--- src/rtl/rv32i_mc_control.sv ---
// rv32i_mc_control
// Multi-cycle control FSM for the RV32I core. Sequences the shared ALU,
// register file, PC and memory ports through FETCH/DECODE/EXEC/MEM/WB and
// decodes opcode/funct3/instr[30] into the 4-bit ALU control encoding.
//
// Optional feature: define CTRL_PERF_CNT_EN to build the 32-bit
// retired-instruction counter on `instret`; otherwise `instret` is tied to 0.
//
// state  | meaning
// -------+-----------------------------------------------------------
// FETCH  | request instruction, latch opcode/funct3/bit30 on imem_ack
// DECODE | legality check of the latched fields
// EXEC   | drive ALU; branches resolve and update the PC here
// MEM    | data access for lw/sw, held until dmem_ack
// WB     | register write-back and PC update
// TRAP   | illegal instruction seen; sticky until reset
// 6, 7   | unused codes, fall into TRAP on the next edge

module rv32i_mc_control #(
    parameter logic [2:0] RESET_STATE = 3'd0
) (
    input  logic        clk,
    input  logic        rst,
    input  logic [31:0] instr,
    output logic        imem_req,
    input  logic        imem_ack,
    output logic        dmem_req,
    output logic        dmem_we,
    input  logic        dmem_ack,
    input  logic        br_eq,
    input  logic        br_lt,
    input  logic        br_ltu,
    output logic        ir_we,
    output logic        pc_we,
    output logic        pc_sel,
    output logic [3:0]  alu_ctrl,
    output logic        alu_src_b,
    output logic        reg_we,
    output logic [1:0]  wb_sel,
    output logic        illegal,
    output logic [2:0]  state,
    output logic [31:0] instret
);

    typedef enum logic [2:0] {
        S_FETCH  = 3'd0,
        S_DECODE = 3'd1,
        S_EXEC   = 3'd2,
        S_MEM    = 3'd3,
        S_WB     = 3'd4,
        S_TRAP   = 3'd5
    } state_t;

    localparam logic [6:0] OP_R      = 7'b0110011;
    localparam logic [6:0] OP_I      = 7'b0010011;
    localparam logic [6:0] OP_LOAD   = 7'b0000011;
    localparam logic [6:0] OP_STORE  = 7'b0100011;
    localparam logic [6:0] OP_BRANCH = 7'b1100011;
    localparam logic [6:0] OP_JAL    = 7'b1101111;
    localparam logic [6:0] OP_JALR   = 7'b1100111;
    localparam logic [6:0] OP_LUI    = 7'b0110111;

    localparam logic [3:0] ALU_ADD  = 4'b0000;
    localparam logic [3:0] ALU_SUB  = 4'b0001;
    localparam logic [3:0] ALU_SLL  = 4'b0010;
    localparam logic [3:0] ALU_SLT  = 4'b0011;
    localparam logic [3:0] ALU_SLTU = 4'b0100;
    localparam logic [3:0] ALU_XOR  = 4'b0101;
    localparam logic [3:0] ALU_SRL  = 4'b0110;
    localparam logic [3:0] ALU_SRA  = 4'b0111;
    localparam logic [3:0] ALU_OR   = 4'b1000;
    localparam logic [3:0] ALU_AND  = 4'b1001;

    state_t     state_q;
    logic [6:0] op_q;
    logic [2:0] f3_q;
    logic       b30_q;

    logic       is_r;
    logic       is_i;
    logic       is_load;
    logic       is_store;
    logic       is_branch;
    logic       is_jal;
    logic       is_jalr;
    logic       is_lui;
    logic       legal;
    logic       br_taken;
    logic [3:0] alu_op;

    // Only opcode, funct3 and bit 30 steer control; the rest of the word
    // belongs to the datapath (register indices, immediates).
    logic unused_instr_bits;
    assign unused_instr_bits = ^{instr[31], instr[29:15], instr[11:7]};

    assign is_r      = (op_q == OP_R);
    assign is_i      = (op_q == OP_I);
    assign is_load   = (op_q == OP_LOAD);
    assign is_store  = (op_q == OP_STORE);
    assign is_branch = (op_q == OP_BRANCH);
    assign is_jal    = (op_q == OP_JAL);
    assign is_jalr   = (op_q == OP_JALR);
    assign is_lui    = (op_q == OP_LUI);

    // funct3 010/011 are unassigned branch encodings
    assign legal = is_r || is_i || is_load || is_store || is_jal || is_jalr || is_lui
                   || (is_branch && (f3_q[2:1] != 2'b01));

    // ALU operation from the latched fields; bit 30 only matters for sub/sra
    always_comb begin
        alu_op = ALU_ADD;
        if (is_r || is_i) begin
            case (f3_q)
                3'b000:  alu_op = (is_r && b30_q) ? ALU_SUB : ALU_ADD;
                3'b001:  alu_op = ALU_SLL;
                3'b010:  alu_op = ALU_SLT;
                3'b011:  alu_op = ALU_SLTU;
                3'b100:  alu_op = ALU_XOR;
                3'b101:  alu_op = b30_q ? ALU_SRA : ALU_SRL;
                3'b110:  alu_op = ALU_OR;
                default: alu_op = ALU_AND;
            endcase
        end else if (is_branch) begin
            alu_op = ALU_SUB;
        end
    end

    // Branch resolution from the comparator flags
    always_comb begin
        case (f3_q)
            3'b000:  br_taken = br_eq;
            3'b001:  br_taken = !br_eq;
            3'b100:  br_taken = br_lt;
            3'b101:  br_taken = !br_lt;
            3'b110:  br_taken = br_ltu;
            3'b111:  br_taken = !br_ltu;
            default: br_taken = 1'b0;
        endcase
    end

    // State register and latched instruction fields
    always_ff @(posedge clk or posedge rst) begin
        if (rst) begin
            state_q <= state_t'(RESET_STATE);
            op_q    <= '0;
            f3_q    <= '0;
            b30_q   <= 1'b0;
        end else begin
            case (state_q)
                S_FETCH: begin
                    if (imem_ack) begin
                        op_q    <= instr[6:0];
                        f3_q    <= instr[14:12];
                        b30_q   <= instr[30];
                        state_q <= S_DECODE;
                    end
                end
                S_DECODE: begin
                    state_q <= legal ? S_EXEC : S_TRAP;
                end
                S_EXEC: begin
                    if (is_branch) begin
                        state_q <= S_FETCH;
                    end else if (is_load || is_store) begin
                        state_q <= S_MEM;
                    end else begin
                        state_q <= S_WB;
                    end
                end
                S_MEM: begin
                    if (dmem_ack) begin
                        state_q <= is_store ? S_FETCH : S_WB;
                    end
                end
                S_WB: begin
                    state_q <= S_FETCH;
                end
                S_TRAP: begin
                    state_q <= S_TRAP;
                end
                default: begin
                    state_q <= S_TRAP;
                end
            endcase
        end
    end

    // Control outputs decoded from the registered state; forced to 0 while
    // rst is high so a mid-instruction reset kills any pending pulse at once.
    always_comb begin
        imem_req  = 1'b0;
        ir_we     = 1'b0;
        dmem_req  = 1'b0;
        dmem_we   = 1'b0;
        pc_we     = 1'b0;
        pc_sel    = 1'b0;
        alu_ctrl  = ALU_ADD;
        alu_src_b = 1'b0;
        reg_we    = 1'b0;
        wb_sel    = 2'b00;
        illegal   = 1'b0;
        state     = 3'd0;
        if (!rst) begin
            state = state_q;
            case (state_q)
                S_FETCH: begin
                    imem_req = 1'b1;
                    ir_we    = imem_ack;
                end
                S_EXEC: begin
                    alu_ctrl  = alu_op;
                    alu_src_b = !(is_r || is_branch);
                    if (is_branch) begin
                        pc_we  = 1'b1;
                        pc_sel = br_taken;
                    end
                end
                S_MEM: begin
                    dmem_req = 1'b1;
                    dmem_we  = is_store;
                    pc_we    = is_store && dmem_ack;
                end
                S_WB: begin
                    reg_we = 1'b1;
                    pc_we  = 1'b1;
                    pc_sel = is_jal || is_jalr;
                    if (is_load) begin
                        wb_sel = 2'b01;
                    end else if (is_jal || is_jalr) begin
                        wb_sel = 2'b10;
                    end else if (is_lui) begin
                        wb_sel = 2'b11;
                    end
                end
                S_TRAP: begin
                    illegal = 1'b1;
                end
                default: begin
                    illegal = 1'b0;
                end
            endcase
        end
    end

`ifdef CTRL_PERF_CNT_EN
    logic [31:0] instret_q;

    // Retired-instruction counter: one count per PC update, wraps naturally
    always_ff @(posedge clk or posedge rst) begin
        if (rst) begin
            instret_q <= '0;
        end else if (pc_we && (state_q != S_TRAP)) begin
            instret_q <= instret_q + 32'd1;
        end
    end

    assign instret = instret_q;
`else
    assign instret = '0;
`endif

endmodule

--- config.mk ---
export PLATFORM = sky130hd
export DESIGN_NAME = rv32i_mc_control
export DESIGN_NICKNAME = d
export VERILOG_FILES = /design/src/rtl/rv32i_mc_control.sv
export SDC_FILE = /design/constraint.sdc
export NUM_CORES = 1
export LEC_CHECK = 0
export CAP_MARGIN = 20
export CELL_PAD_IN_SITES_DETAIL_PLACEMENT = 0
export CELL_PAD_IN_SITES_GLOBAL_PLACEMENT = 1
export CORE_MARGIN = 2
export CORE_UTILIZATION = 24
export CTS_CLUSTER_SIZE = 24
export DETAILED_ROUTE_END_ITERATION = 10
export PLACE_DENSITY_LB_ADDON = 0.12
export SETUP_SLACK_MARGIN = 0.1
export SYNTH_ARGS = -nofsm -noshare
export SYNTH_HDL_FRONTEND = slang
export SYNTH_SLANG_ARGS = --single-unit
--- constraint.sdc ---
create_clock -name clk -period 1.7 [get_ports clk]
set_input_delay 0.17 -clock clk [delete_from_list [all_inputs] [get_ports clk]]
set_output_delay 0.17 -clock clk [all_outputs]
set_load 0.02 [all_outputs]
* After elaboration in Yosys (flattened, before gate mapping)
Index checks and enable logic that the tools add are counted.
** Cells by class
- Add/sub/neg operators :: 0
- Multiply operators :: 0
- Div/mod/pow operators :: 0
- $lt $le $gt $ge :: 0
- Equality and inequality tests :: 23
- Shift-type cells :: 0
- Multiplexer cells :: 41
- Bitwise gates (word level) :: 0
- Reduce and logical (&&, ||, !) cells :: 21
** Operators by type and width (number)
- $pmux 4 s7 :: 1
- $eq 7x6->1 const B :: 3
- $eq 7x7->1 const B :: 3
- $mux 1 :: 21
- $mux 3 :: 7
- $eq 3x3->1 const B :: 6
- $pmux 3 s5 :: 1
- $eq 3x2->1 const B :: 4
- $mux 4 :: 3
- $logic_or 1x1->1 :: 10
- $mux 2 :: 5
- $eq 7x2->1 const B :: 1
- $eq 7x5->1 const B :: 1
- $eq 3x1->1 const B :: 2
- $logic_not 3->1 :: 2
- $pmux 1 s6 :: 1
- $logic_not 1->1 :: 4
- $ne 2x2->1 const B :: 2
- $reduce_and 2->1 :: 2
- $logic_and 1x1->1 :: 3
- $pmux 1 s3 :: 1
- $ne 2x1->1 const B :: 1
- $pmux 1 s2 :: 1
** Storage, ports and cells
- Flip-flop bits (word level) :: 14
- Bits in latches :: 0
- Memory bits (writable) :: 0
- ROM bits :: 0
- Input port bits :: 39
- Output and inout port bits :: 50
- Word-level logic and storage cells :: 89
- Memories kept :: 0

* Longest topological paths before layout
- Word-level depth :: 10
- Mapped depth :: 7
- Depth with buffers taken out :: 7

* Worst setup path before layout
No wires, ideal clock.
- Path type :: input port to output port
- Start :: input rst
- End :: output wb_sel[0]
- Arrival time :: 1974 ps
- Required time :: 1530 ps
- Path slack :: -444 ps
- Cell stages on the path :: 5
- Buffers on the path :: 0
- Cells stage by stage :: inv_1 nand2_1 inv_1 nand2_1 a2111oi_0
** Between the ends
- Word-level cells in the longest chain between the ends :: 1
** Ends and longest elaborated chain
- start: declaration :: line 23 : input logic rst,
- $mux 2 :: line 203 : if (!rst) begin
- end: declaration :: line 39 : output logic [1:0] wb_sel,
No other way between the ends.

* Final worst setup path
- Start :: register state_q[1]
- End :: output wb_sel[0]
** Between the ends
- Word-level cells in the longest chain between the ends :: 3
** Ends and longest elaborated chain
- start: declaration :: line 74 : state_t state_q;
- start signal: assignment :: line 144 : state_q <= state_t'(RESET_STATE);
- start signal: assignment :: line 159 : state_q <= legal ? S_EXEC : S_TRAP;
- start signal: assignment :: line 172 : state_q <= is_store ? S_FETCH : S_WB;
- $eq 3x3->1 :: line 205 : case (state_q)
- $mux 2 :: line 205
- $mux 2 :: line 203
No other way between the ends.

==> results.yml <==
critical_path:
  path_common_cell: "buf_4"
  path_cells: "buf_4, buf_6, nor2_2, nand2_2, buf_4, a2111oi_4, buf_4"
  r2r_end: "op_q[4]$_DFFE_PP0P_"
  slowest_delay_ns: 0.40
  end_kind: "output pin"
  path_buf_inv: 4
  cp.arrival_ns: 1.66
  critPathLaunch: "state_q[1]$_DFFE_PP0P_"
  cp_data_required_time_ns: 1.53
  cp-start-kind: "flip-flop"
  crit_slowest_cell: "dfrtp_1"
  critPathMaxFanout: 4
  critPathTopFamily: "buffers and inverters"
  r2r_slack_ns: -0.06
  reg2reg_from: "state_q[0]$_DFFE_PP0P_"
  criticalPathCategory: "reg2out"
  reg2reg_depth: 7
cells_and_area:
  n_antenna_cell: 0
  area_growth_pct: 73.6
  fill_cells: 490
  nets: 266
  drive_gt1_share_pct: 53.5
floorplanning:
  design.die.area_mm2: 0.00602
  die_x_um: 77.6
  coreArea_mm2: 0.00517
  die_h_um: 77.6
  std_cell_rows: 26
  start_util_pct: 25.1
  ios: 89
clocking:
  clk_pin_slew_ns: 0.06
  cts_tree: "done"
  htreeDepth: 1
  clockRootBuffer: "clkbuf_8"
  cts_sinks: 14
  clockBufferDepth: 2
  numCtsBuffers: 3
  clk_latency_ns: 0.24
drt:
  wl_per_cell_um: 12.6
  antenna_left: 0
  routed_wl_um: 3730
  dr_total_vias: 1198
  wirelength_met1_um: 1600
  met3WireLength_um: 166
  drt_iter0_markers: 38
  via_per_inst: 4.05
  dr_wl_met2_um: 1960
  drcViolationCount: 0
  firstDrtPassIters: 4
  highest_layer: "met4"
grt:
  grt_max_degree: 16
  antenna_found_initial: 0
  grt-ovfl-total: 0
  grt_pass1_vias: 1210
  grt.total_usage_pct: 12.2
  grt_pass1_wl_um: 5880
timing:
  rsz0062_at_grt: "true"
  final_hold_viol_count: 0
  max_freq_mhz: 547
  finalCritPeriodShare_pct: 108
  skew_ns: 0.00362
  slew_violations: 0
  setup_violations: 17
  min_period_ns: 1.83
  setup_ws_ns: -0.128
  tns_ns: -0.934
yosys:
  ys_seq_elements: 14
  syn_area_mm2: 0.00130
  synthDistinctLibCells: 45
  synthDominantCellAreaShare_pct: 26.9
  syn_inst: 146
  synth_area_leaders: "dfrtp_1 27%, buf_4 21%, mux2_2 9.5%, buf_6 2.6%, nand2b_1 2.4%"
  yosys_warnings: 0
  ys_seq_area_share_pct: 26.9
  synth_edf_count: 0
  async_flop_share_pct: 100
  avgSynthCellArea_um2: 8.90
  synth_most_common_cell: "buf_4"
  ys.flop_type: "dfrtp_1"
  synth_top_cell_by_area: "dfrtp_1"
  synth.top_cells.by_count: "36 x buf_4, 14 x dfrtp_1, 11 x mux2_2"
power_and_ir_drop:
  ir_drop_uv: 445
  finalPower_uw: 979
  powerDensity_mw_per_mm2: 434
  power_leakage_uw: 0.00104
hold_path:
  min_path_type: "in2async"
place:
  dp_hpwl_um: 2750
  place.gp.congestion: 0.751
  io_buffers: 35
outcome:
  violations: "setup timing"
  outcome: "finished with violations"
run:
  drv_cap: 0
==> logic make-up after synthesis <==
logic type	share of synthesized area [%]
compound gates	11.8
xor+xnor	1.35
buf+inv	25.5
flops	26.9
mux	11.1
other cells	0.288
simple gates	23.0
==> per-layer routing <==
| metal | vias up | track usage [%] |
|---|---|---|
| met5 | - | 0 |
| met4 | 0 | 2.14 |
| met3 | 2 | 3.26 |
| met2 | 35 | 21.5 |
| met1 | 560 | 14.9 |
| li1 | 601 | - |
==> flip-flops by register name, summed over array words and instances, names as in the netlist <==
signal and count:
op_q 7, state_q 3, f3_q 3, b30_q 1
==> power breakdown <==
group	total [uW]	leakage, uW	internal (uW)	switching, uW
logic	288	0.000842	135	153
registers	372	0.000171	351	21.1
clock network	319	0.0000288	205	114
==> how the worst max path moves through the flow <==
stage / to / slack [ns] / depth (start not counted)
finish: wb_sel[0] / -0.13 / 7
global route: alu_ctrl[2] / -0.23 / 6
CTS: dmem_we / -0.12 / 4
detailed placement: alu_ctrl[1] / -0.65 / 7
global placement: alu_ctrl[2] / -0.62 / 7
floorplan: wb_sel[0] / 0.05 / 3
==> final cells by class <==
type / instances / area (um^2) / share of cell area [%]
multi-input combinational: 117 / 942 / 41.7
timing repair buffer: 86 / 792 / 35.1
sequential: 14 / 358 / 15.9
tap: 70 / 87.6 / 3.88
clock buffer: 4 / 55.1 / 2.44
inverter: 5 / 22.5 / 0.998
==> layout by cell type, fill, tap and decap left out, drive strengths merged, types with 2 or more instances in the layout <==
cell / count
buf: 67
conb: 32
clkdlybuf4s50: 16
dfrtp: 14
mux2: 11
nor2: 8
nand2: 7
a21oi: 5
nand2b: 5
inv: 4
clkbuf: 4
nand3b: 4
o21ai: 4
nand4: 3
dlygate4sd2: 3
nor3: 3
a31oi: 3
nor4: 3
nand3: 2
or2b: 2
mux2i: 2
a21boi: 2
or2: 2
nor2b: 2
==> repair_timing <==
| item | 4_1_cts | 5_1_grt |
|---|---|---|
| pin swaps | 15 | 19 |
| resized for setup | 112 | 31 |
| hold buffers | 0 | 0 |
| setup buffers | 8 | 10 |
| endpoints found under the setup margin | 29 | 27 |
| gates cloned | 1 | 0 |
==> worst register-to-register path, stage by stage, from the launching register on <==
cell,delay [ns]
dfrtp_2,0.45
buf_4,0.15
buf_6,0.13
nor3_4,0.17
and2_4,0.19
buf_6,0.10
buf_12,0.12
mux2_2,0.33
==> metrics by stage <==
step | util [%] | hold slack, ns | cells | area [um^2] | setup slack, ns
4_1_cts | 40.8 | 0.206 | 291 | 2110 | -0.124
2_1_floorplan | - | -0.00850 | 177 | 1460 | 0.0524
5_1_grt | 43.6 | 0.220 | 296 | 2260 | -0.226
6_report | 43.6 | 0.207 | 296 | 2260 | -0.128
3_3_place_gp | 36.5 | 0.494 | 279 | 1890 | -0.623
3_5_place_dp | 36.5 | 0.502 | 279 | 1890 | -0.648
Power figures use the tool's default switching activity.
